--- src/rtl/pipeline_halt_monitor.sv ---
`default_nettype none
// ============================================================================
// Module      : pipeline_halt_monitor
// Description : Run-control monitor for the pipelined RISC-V core. Watches
//               the writeback retire stream and halts the run on a PC
//               breakpoint, an exhausted cycle budget or a retire-stall
//               watchdog. Reports cause, halting PC, cycle/retire counts and
//               a circular trace of recently retired PCs.
// Ports       : clk, rstn (sync, active-high), enable, resume,
//               pcW_valid/pcW (retire stream), bp_en/bp_addr (breakpoints),
//               cycle_limit, trace_idx -> halt, halt_cause, halt_bp_idx,
//               halt_pc, cycle_count, retire_count, trace_count, trace_pc
// Revision    : 1.0 - initial release
// ============================================================================
module pipeline_halt_monitor #(
    parameter int XLEN        = 32,
    parameter int NUM_BP      = 4,
    parameter int HIST_DEPTH  = 8,
    parameter int STALL_LIMIT = 16,
    parameter int CNT_W       = 32
) (
    input  logic                          clk,
    input  logic                          rstn,
    input  logic                          enable,
    input  logic                          resume,
    input  logic                          pcW_valid,
    input  logic [XLEN-1:0]               pcW,
    input  logic [NUM_BP-1:0]             bp_en,
    input  logic [NUM_BP*XLEN-1:0]        bp_addr,
    input  logic [CNT_W-1:0]              cycle_limit,
    input  logic [$clog2(HIST_DEPTH)-1:0] trace_idx,
    output logic                          halt,
    output logic [1:0]                    halt_cause,
    output logic [3:0]                    halt_bp_idx,
    output logic [XLEN-1:0]               halt_pc,
    output logic [CNT_W-1:0]              cycle_count,
    output logic [CNT_W-1:0]              retire_count,
    output logic [$clog2(HIST_DEPTH):0]   trace_count,
    output logic [XLEN-1:0]               trace_pc
);

    localparam int c_IDX_W   = $clog2(HIST_DEPTH);
    localparam int c_CNT_TW  = c_IDX_W + 1;
    localparam int c_STALL_W = (STALL_LIMIT > 0) ? $clog2(STALL_LIMIT + 1) : 1;

    localparam logic [1:0] c_CAUSE_NONE  = 2'd0;
    localparam logic [1:0] c_CAUSE_BP    = 2'd1;
    localparam logic [1:0] c_CAUSE_CYC   = 2'd2;
    localparam logic [1:0] c_CAUSE_STALL = 2'd3;

    typedef enum logic [1:0] {
        S_IDLE   = 2'd0,
        S_RUN    = 2'd1,
        S_HALTED = 2'd2
    } state_t;

    state_t                r_state;
    state_t                w_state_next;
    logic                  w_start;
    logic                  w_run;
    logic                  w_resume;

    logic [CNT_W-1:0]      r_cycle;
    logic [CNT_W-1:0]      r_retire;
    logic [c_STALL_W-1:0]  r_stall;
    logic [c_CNT_TW-1:0]   r_tcount;
    logic [c_IDX_W-1:0]    r_wptr;
    logic [XLEN-1:0]       r_hist [HIST_DEPTH];
    logic [XLEN-1:0]       r_last_pc;
    logic [1:0]            r_cause;
    logic [3:0]            r_bp_idx;
    logic [XLEN-1:0]       r_halt_pc;

    logic [NUM_BP-1:0]     w_bp_match;
    logic                  w_bp_hit;
    logic [3:0]            w_bp_idx;
    logic [CNT_W-1:0]      w_cycle_inc;
    logic [c_STALL_W-1:0]  w_stall_inc;
    logic                  w_cyc_hit;
    logic                  w_stall_hit;
    logic                  w_trig_any;
    logic [c_IDX_W-1:0]    w_rd_ptr;

    // ---------------------------------------------------------------- triggers
    for (genvar gi = 0; gi < NUM_BP; gi++) begin : g_bp_match
        assign w_bp_match[gi] = pcW_valid && bp_en[gi] &&
                                (pcW == bp_addr[gi*XLEN +: XLEN]);
    end

    // Scan downwards so the lowest matching channel is the one left standing.
    always_comb begin
        w_bp_hit = 1'b0;
        w_bp_idx = 4'd0;
        for (int i = NUM_BP - 1; i >= 0; i--) begin
            if (w_bp_match[i]) begin
                w_bp_hit = 1'b1;
                w_bp_idx = 4'(i);
            end
        end
    end

    assign w_cycle_inc = r_cycle + CNT_W'(1);
    assign w_stall_inc = r_stall + c_STALL_W'(1);
    assign w_cyc_hit   = (cycle_limit != '0) && (w_cycle_inc == cycle_limit);
    assign w_stall_hit = (STALL_LIMIT != 0) && !pcW_valid &&
                         (32'(w_stall_inc) == 32'(STALL_LIMIT));
    assign w_trig_any  = w_bp_hit || w_cyc_hit || w_stall_hit;

    // ---------------------------------------------------------------- FSM
    always_ff @(posedge clk) begin
        if (rstn) begin
            r_state <= S_IDLE;
        end else begin
            r_state <= w_state_next;
        end
    end

    always_comb begin
        w_state_next = r_state;
        w_start      = 1'b0;
        w_run        = 1'b0;
        w_resume     = 1'b0;
        case (r_state)
            S_IDLE: begin
                if (enable) begin
                    w_state_next = S_RUN;
                    w_start      = 1'b1;
                end
            end
            S_RUN: begin
                if (!enable) begin
                    w_state_next = S_IDLE;
                end else begin
                    w_run = 1'b1;
                    if (w_trig_any) begin
                        w_state_next = S_HALTED;
                    end
                end
            end
            S_HALTED: begin
                if (!enable) begin
                    w_state_next = S_IDLE;
                end else if (resume) begin
                    w_state_next = S_RUN;
                    w_resume     = 1'b1;
                end
            end
            default: begin
                w_state_next = S_IDLE;
            end
        endcase
    end

    // ---------------------------------------------------------------- datapath
    always_ff @(posedge clk) begin
        if (rstn) begin
            r_cycle   <= '0;
            r_retire  <= '0;
            r_stall   <= '0;
            r_tcount  <= '0;
            r_wptr    <= '0;
            r_last_pc <= '0;
            r_cause   <= c_CAUSE_NONE;
            r_bp_idx  <= '0;
            r_halt_pc <= '0;
            for (int i = 0; i < HIST_DEPTH; i++) begin
                r_hist[i] <= '0;
            end
        end else if (w_start) begin
            r_cycle  <= '0;
            r_retire <= '0;
            r_stall  <= '0;
            r_tcount <= '0;
            r_wptr   <= '0;
            r_cause  <= c_CAUSE_NONE;
        end else if (w_run) begin
            r_cycle <= w_cycle_inc;
            if (pcW_valid) begin
                r_retire       <= r_retire + CNT_W'(1);
                r_hist[r_wptr] <= pcW;
                r_wptr         <= r_wptr + c_IDX_W'(1);
                if (r_tcount != c_CNT_TW'(HIST_DEPTH)) begin
                    r_tcount <= r_tcount + c_CNT_TW'(1);
                end
                r_stall   <= '0;
                r_last_pc <= pcW;
            end else begin
                r_stall <= w_stall_inc;
            end
            // A retire on the halting edge is already the "last retired PC".
            if (w_bp_hit) begin
                r_cause   <= c_CAUSE_BP;
                r_bp_idx  <= w_bp_idx;
                r_halt_pc <= pcW;
            end else if (w_cyc_hit) begin
                r_cause   <= c_CAUSE_CYC;
                r_halt_pc <= pcW_valid ? pcW : r_last_pc;
            end else if (w_stall_hit) begin
                r_cause   <= c_CAUSE_STALL;
                r_halt_pc <= r_last_pc;
            end
        end else if (w_resume) begin
            r_cause <= c_CAUSE_NONE;
            r_stall <= '0;
        end
    end

    // ---------------------------------------------------------------- outputs
    // Write pointer sits one past the newest entry, so index 0 is wptr-1.
    always_comb begin
        w_rd_ptr = r_wptr - c_IDX_W'(1) - trace_idx;
        trace_pc = '0;
        if ({1'b0, trace_idx} < r_tcount) begin
            trace_pc = r_hist[w_rd_ptr];
        end
    end

    assign halt         = (r_state == S_HALTED);
    assign halt_cause   = r_cause;
    assign halt_bp_idx  = r_bp_idx;
    assign halt_pc      = r_halt_pc;
    assign cycle_count  = r_cycle;
    assign retire_count = r_retire;
    assign trace_count  = r_tcount;

endmodule
`default_nettype wire

--- config.mk ---
export PLATFORM = sky130hd
export DESIGN_NAME = pipeline_halt_monitor
export DESIGN_NICKNAME = d
export VERILOG_FILES = /design/src/rtl/pipeline_halt_monitor.sv
export SDC_FILE = /design/constraint.sdc
export NUM_CORES = 1
export LEC_CHECK = 0
export ABC_AREA = 1
export BUFFER_PORTS_ARGS = -buffer_cell sky130_fd_sc_hd__buf_2
export CAP_MARGIN = 5
export CELL_PAD_IN_SITES_DETAIL_PLACEMENT = 1
export CELL_PAD_IN_SITES_GLOBAL_PLACEMENT = 2
export CORE_MARGIN = 2
export CORE_UTILIZATION = 30
export CTS_CLUSTER_SIZE = 14
export DETAILED_ROUTE_END_ITERATION = 10
export HOLD_SLACK_MARGIN = 0.02
export PLACE_DENSITY_LB_ADDON = 0.1
export SYNTH_ARGS = -nofsm -noshare
export SYNTH_HDL_FRONTEND = slang
export SYNTH_SLANG_ARGS = --single-unit
--- constraint.sdc ---
create_clock -name clk -period 2.28 [get_ports clk]
set_input_delay 0 -clock clk [delete_from_list [all_inputs] [get_ports clk]]
set_output_delay 0 -clock clk [all_outputs]
set_load 0.02 [all_outputs]
==> flow_summary.toml, run 1 <==
[worst_setup_path]
slowest_delay_ps = 850
cp.required_ps = 2280
setup.worst_path.end_class = "output port"
worstPathCellList = "ha_4 > inv_2 > fa_4 > buf_12 > buf_12 > a21oi_1 > a32o_2 > nand2_2 > o221a_4 > buf_6"
worstSetupStartpointType = "flip-flop"
critPathSlowestCell = "fa_4"
critPathTopFamily = "adder cells"
crit_path_frequent_cell = "buf_12"
path_max_fanout = 7
critical_path_class = "flip-flop to output port"
crit_arrival_ps = 3000
crit_buf_inv = 4

[route]
detail_route.wl_per_cell_um = 23.4
via_per_inst = 5.12
drt_iter0_markers = 1566
wl_mm = 118
vias = 25900
postRouteAntennaNets = 0
dr.pass1.iters = 5
drc_errors = 0

[cts]
worstSkewPairLatency_ps = 620
cts-root-buf = "clkbuf_16"
clk_path_buf_depth = 3
numCtsBuffers = 49
h-tree-depth = 2
cts_sinks = 402
cts_tree = "yes"
path_clk_slew_ps = 60

[floorplan]
chipWidth_um = 285
io-pin-count = 343
start_util_pct = 30.1
dieArea_mm2 = 0.0812
row_count = 103
fp.dieH_um = 285
core_mm2 = 0.0786

[place]
dpl_cell_area_mm2 = 0.0300
place_congestion = 0.941
dp_hpwl_mm = 82.8
port_buffers = 340

[power]
ir_drop_mv = 0.562
power.leakage_nw = 15.4
p_per_area_mw_per_mm2 = 570

[sta]
min_period_ps = 3000
setup_ws_ps = -723
max_slew_margin_pct = 51.0
skew_ps = 39.5
hold_viol_final = 0
max_freq_ghz = 0.333
setup_tns_ps = -42420
grt_setup_unrepaired = "true"
min_period_over_period_pct = 132
tightestPinTransition_ps = 734
slew_viol_final = 0
setup_violations = 68

[grt]
gr-total-overflow = 0
grt_max_degree = 69
first_global_vias = 27400
track_usage_pct = 28.3
antenna_found_initial = 11
grt_pass1_wl_mm = 173

[synthesis]
synth_cell_types = 53
synthSimpleGateAreaFrac_pct = 33.5
ys.flop_type = "edfxtp_1"
synth_xor_xnor_area_share_pct = 2.59
avgSynthCellArea_um2 = 7.38
ys_warn_count = 0
synth_top_family_by_area = "simple AND/OR/NAND/NOR gates"
synthAdderAreaFrac_pct = 0.613
synth_compound_area_share_pct = 10.3
synthMuxAreaShare_pct = 0
syn_area_mm2 = 0.0237
syn_inst = 3210
ys_ff_latch = 402
seq_area_frac_synth_pct = 44.8
async_flop_share_pct = 0
synth_edf_count = 256

[final_layout]
fillCellCount = 9611
syn_to_final_growth_pct = 45.4
final_util_pct = 43.8
final_common_cell = "nand2_1"
final_cell_mix = "nand2_1, nor2_1, buf_4, buf_2, inv_1"
final_nets = 4169
fin_area_mm2 = 0.0344
drive_gt1_share_pct = 31.9

[worst_hold_path]
hold_path_class = "input port to flip-flop"

[run]
cap_violations = 0

[outcome]
violations = "negative setup slack"
status = "finished with violations"
[area by class of cell]
type / instances / area (um^2) / share of cell area (%)
flip-flops and latches: 402 / 10600 / 30.9
clock buffers: 66 / 1320 / 3.83
diodes: 5 / 12.5 / 0.0363
clock inverters: 22 / 268 / 0.778
multi-input cells: 2312 / 12500 / 36.2
inverters: 313 / 1180 / 3.42
repair buffers: 876 / 7230 / 21.0
well taps: 1050 / 1310 / 3.82
[kinds of logic after synthesis]
family	count (synthesis)
AO/OA/AOI/OAI	368
XOR/XNOR	67
adder cells (fa/ha/maj)	11
buffers and inverters	497
flip-flops	402
other	1
AND/OR/NAND/NOR	1864
[power by group]
group	internal, mW	leakage, nW	total, mW	switching (mW)
logic	1.54	10.8	3.76	2.22
registers	7.94	3.83	8.04	0.102
clock network	4.54	0.769	7.84	3.31
[layer usage]
layer	GRT usage (%)	part of all wire, %	vias up	routed length (um)
li1	-	-	12200	-
met3	3.38	4.6	187	5410
met4	10.5	3.9	0	4560
met1	36.4	43	12800	50800
met5	0	0	-	0
met2	48.7	49	673	57300
[stage by stage]
step,hold slack [ps],setup WS [ps],cells,power [mW]
final,76.0,-723,5046,19.6
after global routing,93.5,-816,5044,20.4
after CTS,26.8,-716,5032,19.7
after detailed placement,347,-627,4862,11.5
after global placement,312,-606,4862,11.4
after floorplan,211,-36.4,3211,9.71
[state kept, by name (all words and copies together), names as in the netlist]
signal and cells:
r_hist 256, cycle_count 32, halt_pc 32, r_last_pc 32, retire_count 32, r_stall 5, trace_count 4, r_wptr 3
halt_bp_idx 2, halt_cause 2, r_state 2
[synthesized netlist by cell type, types with 4 or more instances]
library cell	count	area, um^2
nand2_1	837	3140
nor2_1	572	2150
inv_1	301	1130
edfxtp_1	256	7690
nand3_1	180	901
clkbuf_1	150	563
dfxtp_1	146	2920
a21oi_1	125	626
nand4_1	101	632
o21ai_0	96	480
nor3_1	50	250
or2_2	42	263
a211oi_1	36	270
xor2_1	35	307
a32o_1	31	310
a32oi_1	31	272
o221a_2	31	349
xnor2_1	30	263
nor4_1	28	175
buf_2	20	100
ha_1	10	125
nor3b_1	10	75.1
buf_1	9	33.8
clkinv_1	8	30.0
nand3b_1	8	60.1
nor2_2	8	50.1
nor2_4	8	90.1
and2_1	6	37.5
inv_2	4	15.0
o211ai_1	4	30.0
[path summary, 6_finish.rpt]
path | startpoint | to | cells past startpoint | slack [ps]
max | r_wptr[0] | trace_pc[21] | 10 | -720
min | pcW[16] | halt_pc[16] | 6 | 80
max reg2reg | cycle_count[0] | halt_pc[21] | 20 | -680
min reg2reg | halt_cause[0] | halt_cause[0] | 2 | 480
[worst reg2reg max path, cell delays in order (launching register included)]
cell     delay [ps]
dfxtp_4         370
ha_4            150
nand2_4          50
nor2_4          150
buf_6           140
nand2_8          60
nor2_4          200
buf_4           140
xnor3_2         280
nor2_2          110
nand3_2         120
nor2_4          160
nand3_4         130
buf_12          160
buf_8           120
buf_12          160
nand2_4          60
nand3_2          60
nand2_2          80
nor2_1           40
nor2_1          140
[what timing repair did]
item                       4_1_cts  5_1_grt
cloned                          19        6
hold endpoints to repair        39        0
setup endpoints to repair       82       82
hold buffers                    25        0
buffers inserted                38       14
gates resized for setup        280      146
pin swaps                      122      114
(Power assumes the default switching activity.)
==> inputs of run 2 (changes only) <==
- CORE_MARGIN: 2 -> not set
- CORE_UTILIZATION: 30 -> 36
- clock period: 2.28 -> 3.6 ns (I/O delays scaled with it)
==> flow_summary.toml, run 2 (same netlist as run 1, synthesis figures left out) <==
[sta]
setup_tns_ps = 0
max_freq_ghz = 0.301
setup_violations = 0
grt_setup_unrepaired = "false"
hold_viol_final = 0
min_period_over_period_pct = 92.4
tightestPinTransition_ps = 1100
whs_ps = 61.0
setup_ws_ps = 273
skew_ps = 36.3
max_slew_margin_pct = 26.9
min_period_ps = 3330
slew_viol_final = 0

[floorplan]
io-pin-count = 343
chipWidth_um = 258
start_util_pct = 36.6
dieArea_mm2 = 0.0668
fp.dieH_um = 258
row_count = 93
core_mm2 = 0.0647

[worst_setup_path]
slowest_delay_ps = 420
path_max_fanout = 32
cp.required_ps = 4060
critPathSlowestCell = "dfxtp_1"
critical_path_class = "flip-flop to flip-flop"
crit_arrival_ps = 3790
setup.worst_path.end_class = "flip-flop"
crit_path_frequent_cell = "nand2_1"
worstPathCellList = "ha_1 > nand2_1 > nor2_4 > nand2_2 > nor2_4 > nand2_1 > nand2_1 > nand2_1 > nand2_1 > nand2_1 > nor2_1 > nand2_1 > nor2_4 > nand3_4 > nand2_2 > a21oi_2 > buf_4 > nor2_1 > nor2_1"
worstSetupStartpointType = "flip-flop"

[route]
postRouteAntennaNets = 0
vias = 23900
detail_route.wl_per_cell_um = 23.3
wl_mm = 103
via_per_inst = 5.40
drc_errors = 0
dr.pass1.iters = 6
drt_iter0_markers = 1635

[power]
fin_total_pwr_mw = 11.6
power.leakage_nw = 12.5
ir_drop_mv = 0.362
p_per_area_mw_per_mm2 = 410

[cts]
worstSkewPairLatency_ps = 600
numCtsBuffers = 47
h-tree-depth = 2
cts_sinks = 402
clk_path_buf_depth = 3
cts-root-buf = "clkbuf_16"
cts_tree = "yes"
path_clk_slew_ps = 60

[final_layout]
syn_to_final_growth_pct = 19.6
fillCellCount = 8193
instances_no_fill = 4427
final_common_cell = "nand2_1"
final_util_pct = 43.8
largest_register_ffs = 256
largest-register = "r_hist"
final_nets = 3744
regArea_mm2 = 0.0106
drive_gt1_share_pct = 16.7
final_cell_mix = "nand2_1, nor2_1, buf_2, inv_1, edfxtp_1"
fin_area_mm2 = 0.0283
multi_input_area_mm2 = 0.0112

[place]
dp_slack_ps = 264
dp_cells = 4300
place_congestion = 0.935
port_buffers = 340
dpl_cell_area_mm2 = 0.0264
dp_hpwl_mm = 72.7

[grt]
gr-total-overflow = 0
grt_max_degree = 129
first_global_vias = 24700
antenna_found_initial = 4
grt_pass1_wl_mm = 153
track_usage_pct = 30.2

[worst_hold_path]
hold_path_class = "input port to flip-flop"

[run]
cap_violations = 0

[outcome]
status = "completed"
run 2: final timing paths:
kind              cells after the start            end  slack (ps)      startpoint
setup / recovery                     19    halt_pc[20]         270  cycle_count[0]
hold / removal                        6     halt_pc[3]          60          pcW[3]
setup reg to reg                     19    halt_pc[20]         270  cycle_count[0]
hold reg to reg                       2  halt_cause[1]         470   halt_cause[1]
run 2: routing by layer:
layer | GRT usage [%] | share of wire [%]
met1 | 39.1 | 43
met2 | 51.8 | 49
met3 | 4.07 | 4.8
met4 | 10.1 | 3.3
met5 | 0 | 0.016
run 2: final cells by class:
| cell class | instances | share of cell area (%) |
|---|---|---|
| well taps | 855 | 3.78 |
| diodes | 5 | 0.0442 |
| multi-input cells | 2312 | 39.6 |
| repair buffers | 453 | 9.54 |
| clock buffers | 69 | 4.83 |
| flip-flops and latches | 402 | 37.5 |
| clock inverters | 18 | 0.588 |
| inverters | 313 | 4.15 |
run 2: power by group:
| part | internal [mW] | switching (mW) | total [mW] | leakage (nW) |
|---|---|---|---|---|
| clock network | 2.73 | 2.04 | 4.77 | 0.753 |
| logic | 0.548 | 1.19 | 1.74 | 7.96 |
| registers | 5.03 | 0.0649 | 5.09 | 3.82 |
| total | 8.30 | 3.30 | 11.6 | 12.5 |
run 2: timing repair:
item / 4_1_cts / 5_1_grt
setup buffers: 0 / 0
setup endpoints to repair: 0 / 3
resized for setup: 0 / 3
hold buffers: 35 / 0
endpoints found under the hold margin: 52 / 0
run 2: critical path: cells and delay by family (launching register included):
family          cells  cell delay, ps
compound gates      1              80
fa+ha+maj           1             230
buf+inv             1             280
simple gates       16            2160
flops               1             420
==> inputs of run 3 (changes only) <==
- CORE_MARGIN: not set -> 3
==> flow_summary.toml, run 3 (same netlist as run 1, synthesis figures left out) <==
[grt]
antenna_found_initial = 6
top_usage_layer = "met2"
grt_util_met3_pct = 4.40
track_usage_pct = 29.0
gr-total-overflow = 0
use_met2_pct = 49.3
first_global_vias = 24900
met1_usage_pct = 37.2
grt_max_degree = 97
grt_pass1_wl_mm = 154

[floorplan]
core_mm2 = 0.0648
chipWidth_um = 262
start_util_pct = 36.5
row_count = 93
fp.dieH_um = 262
dieArea_mm2 = 0.0689
io-pin-count = 343

[worst_setup_path]
endpoint = "trace_pc[12]"
critical_path_class = "flip-flop to output port"
r2r_slack_ps = 300
worstSetupStartpointType = "flip-flop"
setup.worst_path.end_class = "output port"
crit_arrival_ps = 3420
cp.required_ps = 3600
r2r-end = "halt_pc[16]"
path_max_fanout = 37
r2r_cells = 19
timing.rr.start = "cycle_count[1]"
cp-startpoint = "r_wptr[0]"

[sta]
setup_ws_ps = 180
setup_violations = 0
whs_ps = 38.6
tightestPinTransition_ps = 1090
max_freq_ghz = 0.292
max_slew_margin_pct = 27.1
min_period_over_period_pct = 95.0
skew_ps = 53.5
grt_setup_unrepaired = "false"
slew_viol_final = 0
min_period_ps = 3420
hold_viol_final = 0
setup_tns_ps = 0

[power]
p_sw_mw = 3.31
p_per_area_mw_per_mm2 = 418
combPwrFrac_pct = 14.7
ir_drop_mv = 0.320
clkPwrFrac_pct = 42.1
p_seq_share_pct = 43.2
power.leakage_nw = 12.5
switching_share_pct = 28.0
intPower_mw = 8.49

[cts]
cts_sinks = 402
path_clk_slew_ps = 60
worstSkewPairLatency_ps = 610
cts_tree = "yes"
numCtsBuffers = 47
clk_path_buf_depth = 3
cts-root-buf = "clkbuf_16"
h-tree-depth = 2

[final_layout]
final_cell_mix = "nand2_1, nor2_1, buf_2, inv_1, edfxtp_1"
largest-register = "r_hist"
final_common_cell = "nand2_1"
final_nets = 3730
fillCellCount = 8069
drive_gt1_share_pct = 16.4
regArea_mm2 = 0.0106
syn_to_final_growth_pct = 19.3
multi_input_area_mm2 = 0.0112
largest_register_ffs = 256
final_util_pct = 43.6

[worst_hold_path]
hold_path_class = "input port to flip-flop"

[route]
wl_mm = 104
drc_errors = 0
dr.pass1.iters = 5
detail_route.wl_per_cell_um = 23.5
drt_iter0_markers = 1720
via_per_inst = 5.43
vias = 23900
postRouteAntennaNets = 0

[place]
dp_hpwl_mm = 72.6
place_congestion = 0.943
dp_slack_ps = 191
port_buffers = 340

[run]
cap_violations = 0

[outcome]
status = "completed"
-- run 3: cell types whose count changed in the layout (fill, tap and decap cells not counted), moves of 2 or more --
cell	change
dlygate4sd3_1	-3
diode_2	-3
buf_4	-12
clkbuf_1	-2
clkbuf_8	-11
bufinv_16	+6
clkinv_1	+5
-- run 3: cell type report --
class | instances | area share, %
clock buffer | 56 | 4.28
timing repair buffer | 439 | 9.19
antenna | 2 | 0.0177
clock inverter | 29 | 1.30
sequential | 402 | 37.6
tap | 855 | 3.79
inverter | 313 | 4.16
multi-input combinational | 2312 | 39.7
-- run 3: through the flow --
| stage | cell area (um^2) | power, mW | instances |
|---|---|---|---|
| after global routing | 28200 | 12.3 | 4408 |
| final | 28200 | 11.8 | 4408 |
| after CTS | 28200 | 11.9 | 4403 |
| after floorplan | 23700 | 6.15 | 3211 |
| after global placement | 26300 | 6.85 | 4286 |
| after detailed placement | 26300 | 6.88 | 4286 |
-- run 3: critical path, cell delays in order (launching register included) --
cell	delay [ps]
dfxtp_1	460
ha_4	170
inv_1	50
fa_4	1120
buf_12	260
a21oi_1	70
a32o_1	230
nand2_1	50
o221a_2	220
buf_2	190
-- run 3: how the worst min path moves through the flow --
stage / startpoint / end / slack (ps) / depth (start not counted)
after floorplan: pcW[11] / halt_pc[11] / 210 / 4
after global placement: resume / r_state[0] / 360 / 3
after detailed placement: resume / r_state[1] / 410 / 4
after CTS: pcW[2] / halt_pc[2] / 20 / 5
after global routing: pcW[12] / r_hist[4][12] / 40 / 3
final: pcW[2] / halt_pc[2] / 40 / 5
-- run 3: power by group through the flow --
stage	Combinational (mW)	Clock (mW)	Sequential (mW)
floorplan	0.960	0	5.19
global placement	1.67	0	5.18
detailed placement	1.69	0	5.19
CTS	1.73	5.08	5.10
global route	1.89	5.26	5.11
finish	1.74	4.96	5.10
-- run 3: metal layers --
layer / vias up / share of wire, % / wire length (um)
li1: 11200 / - / -
met1: 11800 / 43 / 44400
met2: 676 / 47 / 49100
met3: 182 / 5.7 / 5930
met4: 6 / 4.0 / 4150
met5: - / 0.044 / 46
-- run 3: repair_timing --
item                       4_1_cts  5_1_grt
setup endpoints to repair        0       33
hold endpoints to repair        44        0
buffers inserted                 0        3
resized for setup                0        4
hold buffers                    32        0
